## src/rtl/transfer_controller_pkg.sv

```systemverilog
// Shared package: FSM state encoding, counter width and phase-length helper.
package transfer_controller_pkg;

    localparam int unsigned CW = 8;

    typedef logic [CW-1:0] word_t;

    typedef enum logic [2:0] {
        ST_IDLE,
        ST_SETUP,
        ST_XFER,
        ST_HOLD,
        ST_GAP
    } state_t;

    // Timer reload value for a phase of 'cycles' clocks, clamped to 1..255.
    // The timer expires when it reaches zero, so it is loaded with length-1.
    function automatic word_t phase_load(input int unsigned cycles);
        if (cycles <= 1) begin
            return '0;
        end else if (cycles >= 255) begin
            return word_t'(254);
        end else begin
            return word_t'(cycles - 1);
        end
    endfunction

endpackage

```

## src/rtl/transfer_controller_if.sv

```systemverilog
// Handshake and status bundle between a frame requester and the controller.
interface transfer_controller_if;
    import transfer_controller_pkg::*;

    logic  Start;
    word_t NumWords;
    logic  Abort;
    logic  WordFlg;
    logic  EnCount;
    logic  CSn;
    logic  Busy;
    logic  WordDone;
    word_t WordIdx;
    logic  Done;
    logic  Aborted;

    modport master (
        output Start, NumWords, Abort, WordFlg,
        input  EnCount, CSn, Busy, WordDone, WordIdx, Done, Aborted
    );

    modport slave (
        input  Start, NumWords, Abort, WordFlg,
        output EnCount, CSn, Busy, WordDone, WordIdx, Done, Aborted
    );

endinterface

```

## src/rtl/transfer_controller_phase_timer.sv

```systemverilog
// Down-counting phase timer: reloaded on a strobe, flags expiry at zero.
module PhaseTimer
    import transfer_controller_pkg::*;
(
    input  logic  clk_i,
    input  logic  rst_i,
    input  word_t load_val_i,
    input  logic  load_i,
    output logic  expired_o
);

    word_t cnt_q;

    // Reload on strobe, otherwise count down and park at zero.
    always_ff @(posedge clk_i) begin
        if (rst_i) begin
            cnt_q <= '0;
        end else if (load_i) begin
            cnt_q <= load_val_i;
        end else if (cnt_q != '0) begin
            cnt_q <= cnt_q - word_t'(1);
        end
    end

    assign expired_o = (cnt_q == '0);

endmodule

```

## src/rtl/transfer_controller.sv

```systemverilog
// Chip-select / word framing controller: SETUP, XFER, HOLD, GAP sequencing.
module transfer_controller
    import transfer_controller_pkg::*;
#(
    parameter int unsigned SetupCycles = 2,
    parameter int unsigned HoldCycles  = 2,
    parameter int unsigned GapCycles   = 4
) (
    input  logic                 clk,
    input  logic                 rst,
    transfer_controller_if.slave bus
);

    localparam word_t SETUP_LD = phase_load(SetupCycles);
    localparam word_t HOLD_LD  = phase_load(HoldCycles);
    localparam word_t GAP_LD   = phase_load(GapCycles);

    state_t state_q, state_d;
    word_t  count_q, count_d;
    word_t  idx_q, idx_d;
    logic   aborted_q, aborted_d;
    logic   en_q, en_d;
    logic   csn_q, csn_d;
    logic   busy_q, busy_d;
    logic   wdone_q, wdone_d;
    logic   done_q, done_d;

    logic   tmr_load;
    word_t  tmr_val;
    logic   tmr_expired;

    PhaseTimer u_timer (
        .clk_i      (clk),
        .rst_i      (rst),
        .load_val_i (tmr_val),
        .load_i     (tmr_load),
        .expired_o  (tmr_expired)
    );

    // Next-state logic; outputs are derived from the next state so that
    // they are registered and line up with the state they describe.
    always_comb begin
        state_d   = state_q;
        count_d   = count_q;
        idx_d     = idx_q;
        aborted_d = aborted_q;
        wdone_d   = 1'b0;

        unique case (state_q)
            ST_IDLE: begin
                if (bus.Start && (bus.NumWords != '0)) begin
                    state_d   = ST_SETUP;
                    count_d   = bus.NumWords;
                    idx_d     = '0;
                    aborted_d = 1'b0;
                end
            end
            ST_SETUP: begin
                if (bus.Abort) begin
                    state_d   = ST_HOLD;
                    aborted_d = 1'b1;
                end else if (tmr_expired) begin
                    state_d = ST_XFER;
                end
            end
            ST_XFER: begin
                if (bus.WordFlg) begin
                    idx_d   = idx_q + word_t'(1);
                    wdone_d = 1'b1;
                end
                if (bus.Abort) begin
                    state_d   = ST_HOLD;
                    aborted_d = 1'b1;
                end else if (bus.WordFlg && ((idx_q + word_t'(1)) == count_q)) begin
                    state_d = ST_HOLD;
                end
            end
            ST_HOLD: begin
                if (tmr_expired) begin
                    state_d = ST_GAP;
                end
            end
            ST_GAP: begin
                if (tmr_expired) begin
                    state_d = ST_IDLE;
                end
            end
            default: state_d = ST_IDLE;
        endcase

        en_d   = (state_d == ST_XFER);
        csn_d  = (state_d == ST_IDLE) || (state_d == ST_GAP);
        busy_d = (state_d != ST_IDLE);
        done_d = (state_q == ST_GAP) && (state_d == ST_IDLE);

        tmr_load = (state_d != state_q);
        unique case (state_d)
            ST_SETUP: tmr_val = SETUP_LD;
            ST_HOLD:  tmr_val = HOLD_LD;
            ST_GAP:   tmr_val = GAP_LD;
            default:  tmr_val = '0;
        endcase
    end

    // State and registered outputs; reset wins over every input.
    always_ff @(posedge clk) begin
        if (rst) begin
            state_q   <= ST_IDLE;
            count_q   <= '0;
            idx_q     <= '0;
            aborted_q <= 1'b0;
            en_q      <= 1'b0;
            csn_q     <= 1'b1;
            busy_q    <= 1'b0;
            wdone_q   <= 1'b0;
            done_q    <= 1'b0;
        end else begin
            state_q   <= state_d;
            count_q   <= count_d;
            idx_q     <= idx_d;
            aborted_q <= aborted_d;
            en_q      <= en_d;
            csn_q     <= csn_d;
            busy_q    <= busy_d;
            wdone_q   <= wdone_d;
            done_q    <= done_d;
        end
    end

    assign bus.EnCount  = en_q;
    assign bus.CSn      = csn_q;
    assign bus.Busy     = busy_q;
    assign bus.WordDone = wdone_q;
    assign bus.WordIdx  = idx_q;
    assign bus.Done     = done_q;
    assign bus.Aborted  = aborted_q;

endmodule

```

## src/flat_wrapper.sv

```systemverilog
// flat-port wrapper written by rule: the top's interface ports become plain ports
module transfer_controller_flat import transfer_controller_pkg::*;
#(
    parameter int unsigned SetupCycles = 2,
    parameter int unsigned HoldCycles  = 2,
    parameter int unsigned GapCycles   = 4
)
  (clk, rst, bus_Start, bus_NumWords, bus_Abort, bus_WordFlg, bus_EnCount, bus_CSn, bus_Busy, bus_WordDone, bus_WordIdx, bus_Done, bus_Aborted);
  transfer_controller_if bus_i ();
  input  logic clk;
  input  logic rst;
  input wire logic [$bits(bus_i.Start)-1:0] bus_Start;
  input wire logic [$bits(bus_i.NumWords)-1:0] bus_NumWords;
  input wire logic [$bits(bus_i.Abort)-1:0] bus_Abort;
  input wire logic [$bits(bus_i.WordFlg)-1:0] bus_WordFlg;
  output wire logic [$bits(bus_i.EnCount)-1:0] bus_EnCount;
  output wire logic [$bits(bus_i.CSn)-1:0] bus_CSn;
  output wire logic [$bits(bus_i.Busy)-1:0] bus_Busy;
  output wire logic [$bits(bus_i.WordDone)-1:0] bus_WordDone;
  output wire logic [$bits(bus_i.WordIdx)-1:0] bus_WordIdx;
  output wire logic [$bits(bus_i.Done)-1:0] bus_Done;
  output wire logic [$bits(bus_i.Aborted)-1:0] bus_Aborted;
  assign bus_i.Start = bus_Start;
  assign bus_i.NumWords = bus_NumWords;
  assign bus_i.Abort = bus_Abort;
  assign bus_i.WordFlg = bus_WordFlg;
  assign bus_EnCount = bus_i.EnCount;
  assign bus_CSn = bus_i.CSn;
  assign bus_Busy = bus_i.Busy;
  assign bus_WordDone = bus_i.WordDone;
  assign bus_WordIdx = bus_i.WordIdx;
  assign bus_Done = bus_i.Done;
  assign bus_Aborted = bus_i.Aborted;
  transfer_controller #(.SetupCycles(SetupCycles), .HoldCycles(HoldCycles), .GapCycles(GapCycles)) u_core (.clk(clk), .rst(rst), .bus(bus_i));
endmodule
```

## config.mk

```make
export PLATFORM = sky130hd
export DESIGN_NAME = transfer_controller_flat
export DESIGN_NICKNAME = d
export VERILOG_FILES = /design/src/rtl/transfer_controller_pkg.sv /design/src/rtl/transfer_controller_if.sv /design/src/rtl/transfer_controller_phase_timer.sv /design/src/rtl/transfer_controller.sv /design/src/flat_wrapper.sv
export SDC_FILE = /design/constraint.sdc
export NUM_CORES = 1
export LEC_CHECK = 0
export ABC_CLOCK_PERIOD_IN_PS = 2730
export CORE_UTILIZATION = 53
export DETAILED_ROUTE_END_ITERATION = 6
export GPL_TIMING_DRIVEN = 0
export PLACE_DENSITY = 0.78
export SLEW_MARGIN = 20
export SYNTH_ARGS = -nofsm -noshare
export SYNTH_HDL_FRONTEND = slang
export SYNTH_SLANG_ARGS = --single-unit
export TNS_END_PERCENT = 20
```

## constraint.sdc

```tcl
create_clock -name clk -period 2.73 [get_ports clk]
set_input_delay 0.546 -clock clk [delete_from_list [all_inputs] [get_ports clk]]
set_output_delay 0.546 -clock clk [all_outputs]
set_load 0.02 [all_outputs]
```

## Yosys cells after proc, flatten, opt, wreduce, memory -nomap -nowiden

Index checks and enable logic that the tools add are counted.

- Output and inout bits: 14
- Input bits: 13
- Bits in registers: 33

- Add/sub/neg operators: 2
- Equality and inequality tests: 13
- Mux-type cells: 18
- Reductions and logical operators: 19
- Bitwise gates (word level): 1

Operators with widths:

| cell | number |
|---|---|
| $mux 8 | 4 |
| $mux 3 | 7 |
| $pmux 8 s2 | 1 |
| $reduce_bool 8->1 | 2 |
| $pmux 3 s5 | 1 |
| $eq 3x2->1 const B | 4 |
| $add 8x1->8 const B | 1 |
| $eq 8x8->1 | 1 |
| $logic_not 8->1 | 1 |
| $sub 8x1->8 const B | 1 |
| $eq 3x1->1 const B | 2 |
| $eq 3x3->1 const B | 2 |
| $logic_not 3->1 | 2 |
| $reduce_and 3->1 | 2 |
| $reduce_bool 2->1 | 3 |
| $reduce_or 2->1 | 3 |
| $ne 2x1->1 const B | 2 |
| $pmux 2 s2 | 1 |
| $logic_and 1x1->1 | 3 |
| $mux 1 | 3 |
| $ne 3x3->1 | 1 |
| $reduce_bool 3->1 | 1 |
| $ne 2x2->1 const B | 1 |
| $pmux 1 s2 | 1 |
| other kinds (3) | 3 |

## Depth between registers and ports, before layout

- Depth in word-level cells: 10
- Mapped depth: 9

## Modules after synthesis

From an unflattened synthesis, not the netlist that was laid out.

- Cell total of the unflattened synthesis: 204
- Area total of the unflattened synthesis: 1742.9 um^2

Modules (own cells, without submodules):

| module | area each (um^2) | cells an instance | instances |
|---|---|---|---|
| transfer_controller | 1267.5 | 151 | 1 |
| PhaseTimer | 475.5 | 53 | 1 |

## Worst setup path after synthesis

Ideal clock, no wire load.

- Kind: register to register
- Start: register u_core.idx_q[0] (netlist: u_core.bus.WordIdx[0])
- End: register u_core.u_timer.cnt_q[2]
- Path slack: 0.449 ns
- Library setup time: 0.122 ns
- Cell stages (with the launch flop): 8
- Required time: 2.608 ns
- Arrival time: 2.159 ns
- Cells stage by stage: dfxtp_1 -> ha_1 -> nand3_2 -> or3_4 -> a2111oi_4 -> a311oi_2 -> o21ai_2 -> nor2_1

- Longest elaborated chain between the ends: 8

Ends and longest elaborated chain:

| element | line | text |
|---|---|---|
| from (decl) | transfer_controller.sv:20 | `word_t idx_q, idx_d;` |
| from (signal assigned) | transfer_controller.sv:120 | `idx_q <= idx_d;` |
| $add 8x1->8 (*) | transfer_controller.sv:74 | `end else if (bus.WordFlg && ((idx_q + word_t'(1)) == count_q)) begin` |
| $eq 8x8->1 (*) | transfer_controller.sv:74 |  |
| $logic_and 1x1->1 (*) | transfer_controller.sv:74 |  |
| $mux 3 (*) | transfer_controller.sv:74 |  |
| $mux 3 (*) | transfer_controller.sv:71 | `if (bus.Abort) begin` |
| $pmux 3 s5 (*) | transfer_controller.sv:49 | `unique case (state_q)` |
| $ne 3x3->1 (*) | transfer_controller.sv:96 | `tmr_load = (state_d != state_q);` |
| $mux 8 / $reduce_bool 2->1 (equally long branches) | -- |  |
| to (signal assigned) | transfer_controller_phase_timer.sv:19 | `cnt_q <= load_val_i;` |
| to (signal assigned) | transfer_controller_phase_timer.sv:21 | `cnt_q <= cnt_q - word_t'(1);` |
| to (decl) | transfer_controller_phase_timer.sv:12 | `word_t cnt_q;` |

Mark *: on every way between the ends. The rest lies on a longest branch, timed or not.
A chain may end at the register's enable or synchronous reset.

## Final worst setup path

- Start: register u_core.idx_q[0] (netlist: u_core.bus.WordIdx[0])
- End: register u_core.u_timer.cnt_q[7]

The elaborated chain is that of the path after synthesis.

==> reports/qor.log <==
INFO  cts            post-cts-setup-buffers=0
INFO  critical_path  timing.critical_path.max_delay_family=compound AO/OA/AOI/OAI gates
INFO  synthesis      yosysUniqueCellTypes=52
INFO  critical_path  cell_by_cell_trace_of_the_critical_path=ha_1 -> nand3_2 -> or3_4 -> a2111oi_4 -> a311oi_2 -> o21ai_2 -> nor2_1
INFO  critical_path  r2r_startpoint=u_core.bus.WordIdx[0]
INFO  critical_path  r2r_end=u_core.u_timer.cnt_q[7]
INFO  die            dieArea=0.00368mm²
INFO  cts            cts_sinks=33
INFO  global_route   antenna_found_initial=0
INFO  cts            cts_hold_buf=0
INFO  layout         nets=263
INFO  critical_path  cp_slowest_cell=dfxtp_1
INFO  timing         layout_setup_ws=316ps
INFO  timing         drv_slew=0
INFO  critical_path  worst-path-buf-inv=0
INFO  timing         final.min_clock_period=2410ps
INFO  layout         insertedDiodeCount=0
INFO  cts            cts.reportedPaths.clkPinSlew=90ps
INFO  global_route   first_global_vias=1343
INFO  placed_design  count_of_input_and_output_buffers=25
INFO  global_route   largest_net_degree_at_the_start_of_global_routing=11
INFO  power          power.static_leakage=0.851nW
INFO  global_route   globalRouteTotalUtil=23.6%
INFO  layout         postLayoutCoreUtil=69.2%
INFO  cts            clock_insertion_delay_worst_skew=330ps
INFO  timing         final-hold-violation-count=0
INFO  synthesis      synth_area_leader_cell=dfxtp_1
INFO  die            die_h=60.6µm
INFO  detailed_routing dr.pass1.iters=4
INFO  die            placement_rows=20
INFO  layout         fin_area=0.00218mm²
INFO  timing         timing.max_slew.rel_slack=62.1%
INFO  synthesis      synth_edf_count=0
INFO  synthesis      ys_dominant_reg_cell=dfxtp_1
INFO  synthesis      synth.ff_latch_count=33
INFO  layout         area_growth=19.8%
INFO  critical_path  worstSetupEndpointType=register
INFO  detailed_routing wire_length_per_cell=12.9µm
INFO  cts            ctsResizeCount=0
INFO  layout         fillerInstances=280
INFO  synthesis      synth-async-reset-ratio=0%
INFO  layout         post_route_cells_drive_above_1_share=10.5%
INFO  die            floorplan.core_area=0.00315mm²
INFO  critical_path  critPathArrivalTime=2630ps
INFO  placed_design  hpwlAfterDp=2810µm
INFO  detailed_routing drc=0
INFO  timing         highest_clock_rate=414MHz
INFO  global_route   global_route.overflow_total=0
INFO  placed_design  dp.cells=284
INFO  synthesis      yosysWarnings=0
INFO  placed_design  dpl_cell_area=0.00213mm²
INFO  timing         finalSetupViolCount=0
INFO  min_path       min-delay-path-class=register to register
INFO  power          worst_ir_drop_vdd=0.584mV
INFO  cts            tritoncts.num_buffers=5
INFO  critical_path  crit_start_category=register
INFO  timing         final_min_period_over_clock_period=88.4%
INFO  run_status     result_of_the_run=completed
INFO  synthesis      synthTopCellsByArea=dfxtp_1, nor2_1, mux2i_1, a21oi_1, o21ai_0
INFO  detailed_routing vias_per_cell=5.52
INFO  synthesis      post_synth_instance_area=0.00182mm²
INFO  detailed_routing postRouteWirelength=3750µm
INFO  critical_path  reg2regPathDepth=7
INFO  timing         timing.clock.skew=15.8ps
INFO  critical_path  worstPathMaxFanout=7
INFO  cts            cts_max_level=2
INFO  critical_path  path_depth=7
INFO  die            boundaryPins=27
INFO  placed_design  place.gp.congestion=0.897
INFO  synthesis      synthesis.instances=215
INFO  synthesis      synth_nets=231
INFO  power          power_per_cell_area=865mW/mm²
INFO  critical_path  reg2reg_setup_slack=320ps
INFO  critical_path  critical-path-max-stage-delay=460ps
INFO  synthesis      synth_seq_area_share=36.3%
INFO  synthesis      syn_area_per_cell=8.47µm²
INFO  critical_path  setup.worst_path.start=u_core.bus.WordIdx[0]
INFO  timing         timing_worst_slew_pin_value=568ps
INFO  timing         fin_setup_tns=0ps
INFO  layout         final-instance-count-excl-fill=291
INFO  detailed_routing final_antenna_net_count=0
INFO  timing         timing.hold.ws=483ps
INFO  run            max-cap-violations=0
INFO  cts            clock_buffer_depth=2
INFO  placed_design  post-place-ws=196ps
INFO  power          p_total=1.89mW
INFO  critical_path  crit_type=register to register
INFO  synthesis      synth_largest_type_area_fraction=36.3%
INFO  cts            cts_tree=built
INFO  die            die-width=60.6µm
INFO  die            initial_core_util=57.8%
INFO  cts            ctsRootBufferMaster=clkbuf_4
INFO  detailed_routing vias=1606
INFO  critical_path  required=2940ps
INFO  global_route   global_route_wire_length_before_repair=6380µm
INFO  critical_path  setup.worst_path.end=u_core.u_timer.cnt_q[7]
INFO  timing         rsz_0062_raised_after_global_routing=false
INFO  detailed_routing detailedRoute.firstIterationViolations=135
## final cells by class
class	count	area [µm²]	area share [%]
Multi-Input combinational cell	166	1090	50.1
Tap cell	44	55.1	2.52
Timing Repair Buffer	25	250	11.5
Buffer	10	46.3	2.12
Inverter	6	22.5	1.03
Clock buffer	7	55.1	2.52
Sequential cell	33	661	30.3
## flip-flops by register name, indices dropped and copies added, names as in the netlist
name	flops
u_core.bus.Busy	1
u_core.bus.WordIdx	8
u_core.count_q	8
u_core.bus.WordDone	1
u_core.bus.Done	1
u_core.bus.EnCount	1
u_core.bus.CSn	1
u_core.u_timer.cnt_q	8
u_core.bus.Aborted	1
u_core.state_q	3
## cell usage after synthesis, drive strengths merged, types with 3 or more instances
library cell  instances
inv                   6
and3                  3
xnor2                 7
nor2                 30
a31oi                 5
o21ai                14
or4                   6
a21oi                19
nand2                15
ha                    3
buf                   5
dfxtp                33
mux2i                10
nand3                 3
nor4                  5
clkbuf                5
nor3                  4
or3                   5
xor2                  7
## routing by layer
| metal | routed length [µm] | share of wire [%] | global-route usage [%] | up-vias |
|---|---|---|---|---|
| met5 | 0 | 0 | 0 | - |
| met4 | 57 | 1.5 | 8.12 | 0 |
| met3 | 135 | 3.6 | 5.76 | 6 |
| met2 | 1570 | 42 | 31.2 | 36 |
| met1 | 1980 | 53 | 36.5 | 729 |
| li1 | - | - | - | 835 |
## layout by cell type, fill, tap and decap left out, types with 3 or more instances in the layout
cell,instances
mux2i_1,10
ha_1,3
xor2_1,7
or3_1,3
clkdlybuf4s50_1,25
buf_2,4
inv_1,6
a21oi_1,18
xnor2_1,7
a31oi_1,5
nor4_1,5
or4_1,4
o21ai_0,13
clkbuf_1,6
nand2_1,15
nor3_1,4
dfxtp_1,33
nor2_1,29
clkbuf_4,5
## cells by family after synthesis
logic type	synth area share (%)
multiplexers	5.49
AND/OR/NAND/NOR	26.6
adder cells (fa/ha/maj)	2.06
buffers and inverters	3.78
XOR/XNOR	6.73
flip-flops	36.3
AO/OA/AOI/OAI	19.0
## how the worst min path moves through the flow
| stage | from | end | slack (ps) | depth (start not counted) |
|---|---|---|---|---|
| after global routing | u_core.bus.Aborted | u_core.bus.Aborted | 510 | 2 |
| after CTS | u_core.bus.Aborted | u_core.bus.Aborted | 480 | 2 |
| after global placement | u_core.bus.Aborted | u_core.bus.Aborted | 460 | 2 |
| after floorplan | u_core.u_timer.cnt_q[6] | u_core.u_timer.cnt_q[6] | 470 | 2 |
| final | u_core.bus.Aborted | u_core.bus.Aborted | 480 | 2 |
| after detailed placement | u_core.bus.Aborted | u_core.bus.Aborted | 460 | 2 |
## worst min-delay path: stages, from the launching register on
cell and delay, ps:
dfxtp_1 330, nand2b_1 70, a21oi_1 50
## power breakdown
| part | switching [mW] | internal (mW) |
|---|---|---|
| logic | 0.550 | 0.411 |
| clock network | 0.156 | 0.122 |
| registers | 0.0745 | 0.574 |
(Power assumes the default switching activity.)
